## src/rtl/fwd_hazard_ctrl_if.sv

```systemverilog
// Forwarding/hazard controller bus: ID-stage decode fields in, selects and stall out.
// master = pipeline side (drives ID fields), slave = controller.
interface fwd_hazard_ctrl_if #(
  parameter int RegAddrWidth = 5,
  parameter int FwSelWidth   = 2
);
  logic                    stall_ext;
  logic                    flush_ID;
  logic [RegAddrWidth-1:0] rs_ID;
  logic [RegAddrWidth-1:0] rt_ID;
  logic                    use_rs_ID;
  logic                    use_rt_ID;
  logic                    use_hi_ID;
  logic                    use_lo_ID;
  logic [RegAddrWidth-1:0] target_ID;
  logic                    we_reg_ID;
  logic                    mem_read_ID;
  logic                    we_hi_ID;
  logic                    we_lo_ID;
  logic [FwSelWidth-1:0]   FWA;
  logic [FwSelWidth-1:0]   FWB;
  logic [FwSelWidth-1:0]   FWhi;
  logic [FwSelWidth-1:0]   FWlo;
  logic                    stall_ID;
  logic                    bubble_EX;

  modport master (
    output stall_ext, flush_ID, rs_ID, rt_ID,
    output use_rs_ID, use_rt_ID, use_hi_ID, use_lo_ID,
    output target_ID, we_reg_ID, mem_read_ID,
    output we_hi_ID, we_lo_ID,
    input  FWA, FWB, FWhi, FWlo, stall_ID, bubble_EX
  );

  modport slave (
    input  stall_ext, flush_ID, rs_ID, rt_ID,
    input  use_rs_ID, use_rt_ID, use_hi_ID, use_lo_ID,
    input  target_ID, we_reg_ID, mem_read_ID,
    input  we_hi_ID, we_lo_ID,
    output FWA, FWB, FWhi, FWlo, stall_ID, bubble_EX
  );
endinterface

```

## src/rtl/fwd_hazard_ctrl.sv

```systemverilog
// Shadows EX/MEM occupants; registers GPR/HI/LO forward selects; load-use stall.
// Ports: clk, rst (sync, active-high), bus (slave modport of fwd_hazard_ctrl_if).
module fwd_hazard_ctrl #(
  parameter int RegAddrWidth = 5,
  parameter int FwSelWidth   = 2
) (
  input logic              clk,
  input logic              rst,
  fwd_hazard_ctrl_if.slave bus
);
  localparam logic [FwSelWidth-1:0] SelRf  = FwSelWidth'(0);
  localparam logic [FwSelWidth-1:0] SelMem = FwSelWidth'(1);
  localparam logic [FwSelWidth-1:0] SelWb  = FwSelWidth'(2);

  logic                    ex_valid;
  logic [RegAddrWidth-1:0] ex_target;
  logic                    ex_we_reg;
  logic                    ex_mem_read;
  logic                    ex_we_hi;
  logic                    ex_we_lo;

  logic                    mem_valid;
  logic [RegAddrWidth-1:0] mem_target;
  logic                    mem_we_reg;
  logic                    mem_we_hi;
  logic                    mem_we_lo;

  logic ex_gpr, mem_gpr;
  logic a_ex, a_mem, b_ex, b_mem;
  logic hi_ex, hi_mem, lo_ex, lo_mem;
  logic stall, bubble;

  // Nearer producer wins.
  function automatic logic [FwSelWidth-1:0] pick(
    input logic near,
    input logic far
  );
    if (near) return SelMem;
    if (far) return SelWb;
    return SelRf;
  endfunction

  always_comb begin
    ex_gpr  = ex_valid & ex_we_reg & (ex_target != '0);
    mem_gpr = mem_valid & mem_we_reg & (mem_target != '0);
    a_ex    = ex_gpr & bus.use_rs_ID & (bus.rs_ID == ex_target);
    a_mem   = mem_gpr & bus.use_rs_ID & (bus.rs_ID == mem_target);
    b_ex    = ex_gpr & bus.use_rt_ID & (bus.rt_ID == ex_target);
    b_mem   = mem_gpr & bus.use_rt_ID & (bus.rt_ID == mem_target);
    hi_ex   = ex_valid & ex_we_hi & bus.use_hi_ID;
    hi_mem  = mem_valid & mem_we_hi & bus.use_hi_ID;
    lo_ex   = ex_valid & ex_we_lo & bus.use_lo_ID;
    lo_mem  = mem_valid & mem_we_lo & bus.use_lo_ID;
    // A load in EX cannot feed ID's consumer via MEM forward yet.
    stall   = ex_mem_read & (a_ex | b_ex);
    bubble  = stall | bus.flush_ID;
  end

  assign bus.stall_ID  = stall;
  assign bus.bubble_EX = bubble;

  always_ff @(posedge clk) begin
    if (rst) begin
      ex_valid    <= 1'b0;
      ex_target   <= '0;
      ex_we_reg   <= 1'b0;
      ex_mem_read <= 1'b0;
      ex_we_hi    <= 1'b0;
      ex_we_lo    <= 1'b0;
      mem_valid   <= 1'b0;
      mem_target  <= '0;
      mem_we_reg  <= 1'b0;
      mem_we_hi   <= 1'b0;
      mem_we_lo   <= 1'b0;
      bus.FWA     <= SelRf;
      bus.FWB     <= SelRf;
      bus.FWhi    <= SelRf;
      bus.FWlo    <= SelRf;
    end else if (!bus.stall_ext) begin
      mem_valid  <= ex_valid;
      mem_target <= ex_target;
      mem_we_reg <= ex_we_reg;
      mem_we_hi  <= ex_we_hi;
      mem_we_lo  <= ex_we_lo;
      if (bubble) begin
        ex_valid    <= 1'b0;
        ex_target   <= '0;
        ex_we_reg   <= 1'b0;
        ex_mem_read <= 1'b0;
        ex_we_hi    <= 1'b0;
        ex_we_lo    <= 1'b0;
        bus.FWA     <= SelRf;
        bus.FWB     <= SelRf;
        bus.FWhi    <= SelRf;
        bus.FWlo    <= SelRf;
      end else begin
        ex_valid    <= 1'b1;
        ex_target   <= bus.target_ID;
        ex_we_reg   <= bus.we_reg_ID;
        ex_mem_read <= bus.mem_read_ID;
        ex_we_hi    <= bus.we_hi_ID;
        ex_we_lo    <= bus.we_lo_ID;
        bus.FWA     <= pick(a_ex, a_mem);
        bus.FWB     <= pick(b_ex, b_mem);
        bus.FWhi    <= pick(hi_ex, hi_mem);
        bus.FWlo    <= pick(lo_ex, lo_mem);
      end
    end
  end
endmodule
```

## src/flat_wrapper.sv

```systemverilog
// flat-port wrapper written by rule: the top's interface ports become plain ports
module fwd_hazard_ctrl_flat 
#(
  parameter int RegAddrWidth = 5,
  parameter int FwSelWidth   = 2
)
  (clk, rst, bus_stall_ext, bus_flush_ID, bus_rs_ID, bus_rt_ID, bus_use_rs_ID, bus_use_rt_ID, bus_use_hi_ID, bus_use_lo_ID, bus_target_ID, bus_we_reg_ID, bus_mem_read_ID, bus_we_hi_ID, bus_we_lo_ID, bus_FWA, bus_FWB, bus_FWhi, bus_FWlo, bus_stall_ID, bus_bubble_EX);
  fwd_hazard_ctrl_if #(.RegAddrWidth(RegAddrWidth), .FwSelWidth(FwSelWidth)) bus_i ();
  input logic clk;
  input logic rst;
  input wire logic [$bits(bus_i.stall_ext)-1:0] bus_stall_ext;
  input wire logic [$bits(bus_i.flush_ID)-1:0] bus_flush_ID;
  input wire logic [$bits(bus_i.rs_ID)-1:0] bus_rs_ID;
  input wire logic [$bits(bus_i.rt_ID)-1:0] bus_rt_ID;
  input wire logic [$bits(bus_i.use_rs_ID)-1:0] bus_use_rs_ID;
  input wire logic [$bits(bus_i.use_rt_ID)-1:0] bus_use_rt_ID;
  input wire logic [$bits(bus_i.use_hi_ID)-1:0] bus_use_hi_ID;
  input wire logic [$bits(bus_i.use_lo_ID)-1:0] bus_use_lo_ID;
  input wire logic [$bits(bus_i.target_ID)-1:0] bus_target_ID;
  input wire logic [$bits(bus_i.we_reg_ID)-1:0] bus_we_reg_ID;
  input wire logic [$bits(bus_i.mem_read_ID)-1:0] bus_mem_read_ID;
  input wire logic [$bits(bus_i.we_hi_ID)-1:0] bus_we_hi_ID;
  input wire logic [$bits(bus_i.we_lo_ID)-1:0] bus_we_lo_ID;
  output wire logic [$bits(bus_i.FWA)-1:0] bus_FWA;
  output wire logic [$bits(bus_i.FWB)-1:0] bus_FWB;
  output wire logic [$bits(bus_i.FWhi)-1:0] bus_FWhi;
  output wire logic [$bits(bus_i.FWlo)-1:0] bus_FWlo;
  output wire logic [$bits(bus_i.stall_ID)-1:0] bus_stall_ID;
  output wire logic [$bits(bus_i.bubble_EX)-1:0] bus_bubble_EX;
  assign bus_i.stall_ext = bus_stall_ext;
  assign bus_i.flush_ID = bus_flush_ID;
  assign bus_i.rs_ID = bus_rs_ID;
  assign bus_i.rt_ID = bus_rt_ID;
  assign bus_i.use_rs_ID = bus_use_rs_ID;
  assign bus_i.use_rt_ID = bus_use_rt_ID;
  assign bus_i.use_hi_ID = bus_use_hi_ID;
  assign bus_i.use_lo_ID = bus_use_lo_ID;
  assign bus_i.target_ID = bus_target_ID;
  assign bus_i.we_reg_ID = bus_we_reg_ID;
  assign bus_i.mem_read_ID = bus_mem_read_ID;
  assign bus_i.we_hi_ID = bus_we_hi_ID;
  assign bus_i.we_lo_ID = bus_we_lo_ID;
  assign bus_FWA = bus_i.FWA;
  assign bus_FWB = bus_i.FWB;
  assign bus_FWhi = bus_i.FWhi;
  assign bus_FWlo = bus_i.FWlo;
  assign bus_stall_ID = bus_i.stall_ID;
  assign bus_bubble_EX = bus_i.bubble_EX;
  fwd_hazard_ctrl #(.RegAddrWidth(RegAddrWidth), .FwSelWidth(FwSelWidth)) u_core (.clk(clk), .rst(rst), .bus(bus_i));
endmodule
```

## config.mk

```make
export PLATFORM = sky130hd
export DESIGN_NAME = fwd_hazard_ctrl_flat
export DESIGN_NICKNAME = d
export VERILOG_FILES = /design/src/rtl/fwd_hazard_ctrl_if.sv /design/src/rtl/fwd_hazard_ctrl.sv /design/src/flat_wrapper.sv
export SDC_FILE = /design/constraint.sdc
export NUM_CORES = 1
export LEC_CHECK = 0
export ABC_AREA = 1
export ABC_CLOCK_PERIOD_IN_PS = 1500
export BUFFER_PORTS_ARGS = -buffer_cell sky130_fd_sc_hd__buf_4
export CORE_MARGIN = 2
export CORE_UTILIZATION = 53
export CTS_CLUSTER_SIZE = 40
export DETAILED_ROUTE_END_ITERATION = 10
export PLACE_DENSITY = 0.79
export SLEW_MARGIN = 5
export SYNTH_ARGS = -nofsm -noshare
export SYNTH_HDL_FRONTEND = slang
export SYNTH_SLANG_ARGS = --single-unit
export TNS_END_PERCENT = 20
```

## constraint.sdc

```tcl
create_clock -name clk -period 1.5 [get_ports clk]
set_input_delay 0.15 -clock clk [delete_from_list [all_inputs] [get_ports clk]]
set_output_delay 0.15 -clock clk [all_outputs]
set_load 0.02 [all_outputs]
```

Yosys cells after proc, flatten, opt, wreduce, memory -nomap -nowiden
Index checks and enable logic that the tools add are counted.
Storage, ports and cells
  bits in registers: 27
  bits of input ports: 27
  output and inout port bits: 10
  word-level logic and storage cells: 106
Cells by class
  equality and inequality tests: 4
  mux-type cells: 62
  bitwise logic cells: 23
  reductions and logical operators: 2
Operators with widths (number)
  $mux W1: 41
  $mux W2: 20
  $and A1 B1 Y1: 21
  $eq A5 B5 Y1: 4
  $reduce_bool A5 Y1: 2
  $mux W5: 1
  $or A1 B1 Y1: 2

Longest topological paths before layout
Gate-level depths: netlist (run 1).
  depth after elaboration: 17
  mapped depth: 11

Worst setup path after synthesis (run 1)
Ideal clock, no wire load.
  path kind: reg2out
  from: register u_core.ex_target[2]
  to: output port bus_bubble_EX
  data arrival time: 1.182 ns
  data required time: 1.350 ns
  setup slack: 0.168 ns
  stages on the path, launching flop included: 10
  path through: dfxtp_1 inv_1 nand2_1 nand2_1 nor2_1 nand3_1 nand2_1 nand2_2 buf_6 nand2_1
Between the ends
  word-level cells in the longest chain between the ends: 7
RTL lines
  start: declaration: RTL line fwd_hazard_ctrl.sv:16  | logic [RegAddrWidth-1:0] ex_target;
  start signal: assignment: RTL line fwd_hazard_ctrl.sv:98  | ex_target <= bus.target_ID;
  $reduce_bool A5 Y1: RTL line fwd_hazard_ctrl.sv:44  | ex_gpr = ex_valid & ex_we_reg & (ex_target != '0);
  $and A1 B1 Y1: RTL line fwd_hazard_ctrl.sv:44
  $and A1 B1 Y1, on equally long branches (2 in series): RTL line fwd_hazard_ctrl.sv:46, fwd_hazard_ctrl.sv:48
  $or A1 B1 Y1 (*): RTL line fwd_hazard_ctrl.sv:55  | stall = ex_mem_read & (a_ex | b_ex);
  $and A1 B1 Y1 (*): RTL line fwd_hazard_ctrl.sv:55
  $or A1 B1 Y1 (*): RTL line fwd_hazard_ctrl.sv:56  | bubble = stall | bus.flush_ID;
  end: declaration: RTL line flat_wrapper.sv:29  | output wire logic [$bits(bus_i.bubble_EX)-1:0] bus_bubble_EX;
Mark *: on every way between the ends. The rest lies on a longest branch, timed or not.

Worst setup path in the final report (run 1)
  from: register u_core.ex_target[3]
  to: output port bus_bubble_EX
The elaborated chain is that of the path after synthesis.

==> impl_metrics.ini, run 1 <==
[cts]
clk_latency_ps = 330
path_clk_slew_ps = 150
numCtsBuffers = 3
cts.path.max_buffers = 2
root_buffer = clkbuf_4
clock-sinks = 27
cts_tree = done
cts_max_level = 1

[final_layout]
fin_util_pct = 75.1
final_area_um2 = 2110
nFillCells = 247
largest_registers = u_core.ex_target: 5 flops, u_core.mem_target: 5 flops
drive_gt1_share_pct = 28.8
final_common_cell = nand2_1
diodes = 0
synthToLayoutAreaGrowth_pct = 31.6
most-common-layout-cells = nand2_1, buf_4, inv_1
final_nets = 340

[detailed_routing]
vias = 1824
drtIter0Drc = 109
ant_nets = 0
vias_per_cell = 5.32
wire_per_inst_um = 12.2
firstDrtPassIters = 8
wirelength_um = 4200
drc_errors = 4

[timing]
rsz0062_at_grt = yes
worst_pin_slew_ps = 306
finalSetupViolCount = 16
maxSlewViolCount = 0
fin_tns_setup_ps = -1120
max_freq_ghz = 0.601
slew_headroom_pct = 79.6
min_period_ps = 1660
hold_violations = 0
min_period_over_period_pct = 111
skew_ps = 1.75
setup_ws_ps = -164

[grt]
antenna_found_initial = 0
grt_max_degree = 28
gr-usage-all-layers_pct = 24.7
grt_first_pass_wirelength_um = 6640
grt_pass1_vias = 1492
gr-total-overflow = 0

[pwr]
power_density_nw_per_um2 = 652
ir_drop_uv = 501
total_power_w = 0.00137
leakage_nw = 1.03

[synthesis]
yosysTopAreaCellShare_pct = 33.8
synth_area_um2 = 1600
syn-num-nets = 293
syn_area_per_cell_um2 = 6.02
ys_warn_count = 0
yosys.area.top_type = dfxtp_1
syn_inst = 266
synthTopCellsByArea = dfxtp_1, nand2_1, a21oi_1
ys_types = 18
ys_seq_area_share_pct = 33.8
synth-seq-cells = 27

[die]
io-pin-count = 37
die_area_um2 = 3480
initial_core_util_pct = 57.1
die_x_um = 59.0
die_h_um = 59.0
rows = 19
coreArea_um2 = 2810

[worst_setup_path]
cp_max_fo = 5
cp_cell_sequence = buf_6 > a21oi_2 > nand2_1 > nor2_2 > nand3_2 > nand2_2 > nand2_4 > nand2_2 > buf_6
start_kind = flop
endpoint_kind = primary output
required_ps = 1350
crit_arrival_ps = 1510
path_delay_family = simple AND/OR/NAND/NOR gates
crit_slowest_cell = dfxtp_4
critPathMaxStageDelay_ps = 400
critPathKind = flop to primary output
worst-path-buf-inv = 2

[placed_design]
place.gp.congestion = 0.956
portBuffers = 36
post-dp-hpwl_um = 2940
place_ws_ps = -79.3
placed_area_um2 = 1940

[min_path]
hold_path_class = input pin to flop

[run]
drv_cap = 0

[outcome]
violations = design-rule violations, negative setup slack
status = finished, violations left
logic make-up (layout without fill, tap and decap cells):
| kind of cell | Yosys count | after routing | share of synthesized area [%] |
|---|---|---|---|
| DFF | 27 | 27 | 33.8 |
| AOI/OAI and AO/OA | 33 | 33 | 11.1 |
| buffers and inverters | 43 | 89 | 12.2 |
| and+or+nand+nor | 163 | 163 | 43.0 |
cells in the mapped netlist, drive strengths merged:
cell type    n
nand2      103
inv         29
nor2        28
dfxtp       27
a21oi       26
nand4       17
nand3       13
clkbuf       8
a211oi       5
buf          5
and3         2
o21ai        2
clkinv       1
layer usage:
| layer | vias to the layer above | global-route usage [%] | share of wire (%) |
|---|---|---|---|
| li1 | 943 | - | - |
| met1 | 802 | 37.4 | 47 |
| met2 | 73 | 36.5 | 43 |
| met3 | 6 | 5.46 | 8.2 |
| met4 | 0 | 3.90 | 1.1 |
| met5 | - | 0 | 0 |
stage by stage:
stage	hold slack (ps)	instances
3_3_place_gp	425	335
2_1_floorplan	317	266
3_5_place_dp	426	335
5_1_grt	64.7	343
6_report	71.7	343
4_1_cts	57.1	340
cell type report:
cell class                      instances  area, µm²  area share (%)
Clock inverter                          1       7.51           0.356
Timing Repair Buffer                   55        432            20.5
Tap cell                               31       38.8            1.84
Multi-Input combinational cell        196        932            44.2
Clock buffer                            3       22.5            1.07
Sequential cell                        27        559            26.5
Inverter                               30        115            5.46
report_power, final:
group	internal, W	leakage [nW]	switching [W]
clock	0.000102	0.0139	0.000226
sequential	0.000733	0.223	0.0000232
combinational	0.000129	0.796	0.000161
total	0.000964	1.03	0.000410
final timing paths:
| kind | from | endpoint | slack, ps | cells past startpoint |
|---|---|---|---|---|
| max reg2reg | u_core.ex_target[2] | u_core.ex_target[3] | -110 | 12 |
| min | bus_stall_ext | u_core.mem_target[1] | 70 | 2 |
| max | u_core.ex_target[3] | bus_bubble_EX | -160 | 9 |
| min reg2reg | u_core.bus.FWA[0] | u_core.bus.FWA[0] | 480 | 2 |
repair_timing:
action                                  4_1_cts  5_1_grt
setup buffers                                 1        3
hold buffers                                  0        0
resized for setup                            12       27
endpoints found under the setup margin       16       19
pin swaps                                     6       13
Note: power is estimated with default switching activity, not from simulation.
==> inputs of run 2 (changes only) <==
- RECOVER_POWER: unset -> 100
==> impl_metrics.ini, run 2 (synthesis results as in run 1) <==
[final_layout]
seqCellArea_um2 = 559
drive_gt1_share_pct = 28.5
most-common-layout-cells = nand2_1, buf_4, inv_1
fin_util_pct = 75.0
synthToLayoutAreaGrowth_pct = 31.3
largest_registers = u_core.ex_target: 5 flops, u_core.mem_target: 5 flops
diodes = 0
nFillCells = 249
final_nets = 340
multi_input_area_um2 = 932
final_common_cell = nand2_1
final_area_um2 = 2100

[die]
die_area_um2 = 3480
coreArea_um2 = 2810
rows = 19
die_h_um = 59.0
initial_core_util_pct = 57.1
die_x_um = 59.0
io-pin-count = 37

[cts]
path_clk_slew_ps = 150
clk_latency_ps = 330
cts_max_level = 1
numCtsBuffers = 3
clock-sinks = 27
cts_tree = done
cts_hold_buf = 0
root_buffer = clkbuf_4
cts.path.max_buffers = 2

[grt]
gr-usage-all-layers_pct = 24.7
grt_first_pass_wirelength_um = 6640
antenna_found_initial = 0
grt_pass1_vias = 1492
grt_max_degree = 28
gr-total-overflow = 0

[pwr]
ir_drop_uv = 502
power_density_nw_per_um2 = 653
total_power_w = 0.00137
leakage_nw = 1.03

[min_path]
hold_path_depth = 2
hold_path_class = input pin to flop
hold_end = u_core.mem_target[1]
min-delay-start = bus_stall_ext

[detailed_routing]
wire_per_inst_um = 12.2
firstDrtPassIters = 8
ant_nets = 0
vias_per_cell = 5.32
vias = 1825
drtIter0Drc = 136
wirelength_um = 4190
drc_errors = 4

[placed_design]
placed_area_um2 = 1940
portBuffers = 36
post-dp-hpwl_um = 2940
place_ws_ps = -79.3
place.gp.congestion = 0.956

[timing]
worst_pin_slew_ps = 305
hold_violations = 0
rsz0062_at_grt = yes
maxSlewViolCount = 0
skew_ps = 1.80
max_freq_ghz = 0.604
min_period_ps = 1660
finalSetupViolCount = 16
setup_ws_ps = -156
min_period_over_period_pct = 110
slew_headroom_pct = 79.7

[worst_setup_path]
rr_worst_depth = 12
required_ps = 1350
crit_start = u_core.ex_target[3]
critPathKind = flop to primary output
cp_max_fo = 5
endpoint_kind = primary output
timing.rr.end = u_core.ex_target[3]
r2r-start = u_core.ex_target[2]
r2r_setup_slack_ps = -100
start_kind = flop
crit_arrival_ps = 1510

[run]
drv_cap = 0

[outcome]
violations = design-rule violations, negative setup slack
status = finished, violations left
-- run 2: cell count changes in the layout (fill, tap and decap cells not counted), sizes merged --
| cell | before | now |
|---|---|---|
| clkbuf | 3 | 4 |
| buf | 55 | 54 |
-- run 2: through the flow --
stage | setup TNS (ps) | hold slack, ps | std cells
after global routing | -2650 | 64.7 | 343
after global placement | -535 | 425 | 335
after floorplan | 0 | 317 | 266
after detailed placement | -591 | 426 | 335
after CTS | -1380 | 57.1 | 340
final | -1010 | 71.5 | 343
-- run 2: worst max path at each step --
stage / slack [ps] / endpoint
global route: -250 / bus_bubble_EX
finish: -160 / bus_bubble_EX
floorplan: 170 / bus_bubble_EX
CTS: -200 / bus_bubble_EX
detailed placement: -80 / u_core.ex_target[3]
global placement: -70 / u_core.ex_target[3]
-- run 2: worst max-delay path, cell delays in order, from the launching register on --
cell	delay, ps
dfxtp_4	400
buf_6	120
a21oi_2	110
nand2_1	80
nor2_2	100
nand3_2	70
nand2_2	80
nand2_4	70
nand2_2	60
buf_6	110
-- run 2: metal layers --
metal  share of wire (%)  wire, µm  vias up  global-route usage (%)
met1                  46      1940      788                    37.4
met3                 8.9       373        4                    5.46
li1                    -         -      945                       -
met4                0.69        29        0                    3.90
met5                   0         0        -                       0
met2                  44      1850       88                    36.5
-- run 2: layout make-up --
cell class / count / area share [%]
clock buffers: 3 / 1.07
clock inverters: 1 / 0.357
well taps: 31 / 1.84
inverters: 30 / 5.47
flip-flops and latches: 27 / 26.6
multi-input cells: 196 / 44.3
repair buffers: 55 / 20.3
-- run 2: repair_timing --
| item | 4_1_cts | 5_1_grt |
|---|---|---|
| gates resized for setup | 12 | 27 |
| endpoints found under the setup margin | 16 | 19 |
| gates cloned | 0 | 0 |
| pin swaps | 6 | 13 |
| setup buffers | 1 | 3 |
-- run 2: power breakdown --
group | internal, W | switching (W)
registers | 0.000733 | 0.0000231
logic | 0.000128 | 0.000161
clock network | 0.000102 | 0.000226
==> inputs of run 3 (changes only) <==
- ABC_CLOCK_PERIOD_IN_PS: 1500 -> 1900
- clock period: 1.5 -> 1.9 ns (I/O delays scaled with it)
==> impl_metrics.ini, run 3 (synthesis results as in run 1) <==
[worst_setup_path]
crit_slowest_cell = dfxtp_4
crit_arrival_ps = 1580
start_kind = flop
endpoint_kind = primary output
timing.rr.end = u_core.bus.FWB[1]
r2r_setup_slack_ps = 320
crit_start = u_core.ex_target[1]
rr_worst_depth = 10
r2r-start = u_core.ex_target[1]
required_ps = 1710
endpoint = bus_stall_ID
cp_cell_sequence = nor2_4 > nand3_1 > nand2_2 > inv_2 > nand3_1 > nand2_2 > nand2_4 > inv_1 > buf_4
critPathKind = flop to primary output
cp_max_fo = 8
critPathMaxStageDelay_ps = 410

[timing]
min_period_ps = 1770
max_freq_ghz = 0.565
finalSetupViolCount = 0
skew_ps = 6.92
slew_headroom_pct = 57.9
worst_pin_slew_ps = 632
setup_ws_ps = 129
min_period_over_period_pct = 93.2
maxSlewViolCount = 0
whs_ps = 104
hold_violations = 0

[cts]
clock-sinks = 27
numCtsBuffers = 3
cts.path.max_buffers = 2
path_clk_slew_ps = 160
cts_tree = done
root_buffer = clkbuf_4
cts_max_level = 1
cts_hold_buf = 0
clk_latency_ps = 340

[die]
coreArea_um2 = 2810
die_area_um2 = 3480
io-pin-count = 37
initial_core_util_pct = 57.1
rows = 19
die_x_um = 59.0
die_h_um = 59.0

[min_path]
hold_path_class = input pin to flop

[detailed_routing]
ant_nets = 0
vias_per_cell = 5.42
wire_per_inst_um = 13.0
drtIter0Drc = 161
vias = 1772
wirelength_um = 4260
firstDrtPassIters = 10
drc_errors = 3

[final_layout]
diodes = 0
nFillCells = 278
synthToLayoutAreaGrowth_pct = 17.4
most-common-layout-cells = nand2_1, buf_4, inv_1, nor2_1, a21oi_1
largest_registers = u_core.ex_target: 5 flops, u_core.mem_target: 5 flops
final_area_um2 = 1880
drive_gt1_share_pct = 16.2
final_common_cell = nand2_1
final_nets = 324
final_cell_count_no_fill = 327
fin_util_pct = 67.0

[grt]
grt_max_degree = 34
grt_pass1_vias = 1438
grt_first_pass_wirelength_um = 6520
gr-usage-all-layers_pct = 24.7
gr-total-overflow = 0
antenna_found_initial = 0

[pwr]
leakage_nw = 0.909
power_density_nw_per_um2 = 568
ir_drop_uv = 406

[run]
drv_cap = 0

[placed_design]
placed_area_um2 = 1830
portBuffers = 36
placedCellCount = 320
place_ws_ps = 234
post-dp-hpwl_um = 3040
place.gp.congestion = 0.875

[outcome]
status = finished, violations left
violations = design-rule violations
==> run 3: final cells by class <==
type / count / area, µm² / area share (%)
multi-input cells: 197 / 886 / 47.1
well taps: 31 / 38.8 / 2.06
clock inverters: 1 / 7.51 / 0.399
clock buffers: 3 / 22.5 / 1.20
repair buffers: 38 / 256 / 13.6
inverters: 30 / 113 / 5.99
flip-flops and latches: 27 / 557 / 29.6
==> run 3: metrics by stage <==
stage	setup TNS (ps)	power, W
after floorplan	0	0.000732
after global placement	0	0.000804
after detailed placement	0	0.000806
after CTS	0	0.00107
after global routing	-0.392	0.00112
final	0	0.00107
==> run 3: how the worst min path moves through the flow <==
stage                            from             endpoint  slack, ps  cells past startpoint
floorplan            bus_target_ID[1]  u_core.ex_target[1]        360                      2
global placement    u_core.mem_we_reg    u_core.mem_we_reg        450                      2
detailed placement  u_core.bus.FWB[0]    u_core.bus.FWB[0]        460                      2
CTS                  bus_target_ID[2]  u_core.ex_target[2]        110                      3
global route             bus_we_lo_ID      u_core.ex_we_lo         80                      3
finish               bus_target_ID[1]  u_core.ex_target[1]        100                      3
==> run 3: power breakdown <==
part	internal [W]	switching [W]	total [W]	leakage [nW]
Sequential	0.000580	0.0000197	0.000600	0.223
Combinational	0.0000809	0.000117	0.000198	0.672
Clock	0.0000810	0.000190	0.000271	0.0139
Total	0.000742	0.000326	0.00107	0.909
==> run 3: what timing repair did <==
| action | 4_1_cts | 5_1_grt |
|---|---|---|
| setup buffers | 0 | 2 |
| pin swaps | 0 | 2 |
| gates resized for setup | 6 | 8 |
| endpoints found under the setup margin | 2 | 2 |
| gates cloned | 0 | 1 |
==> run 3: per-layer routing <==
metal / track usage (%) / up-vias / share of wire (%)
met5: 0 / - / 0
met4: 8.77 / 0 / 1.5
met3: 3.28 / 6 / 6.5
met2: 37.3 / 57 / 44
met1: 36.1 / 799 / 48
li1: - / 910 / -
==> run 3: critical path: cells and delay by family (launching register included) <==
| kind | cells | cell delay (ps) |
|---|---|---|
| buf+inv | 3 | 240 |
| simple gates | 6 | 600 |
| flops | 1 | 410 |
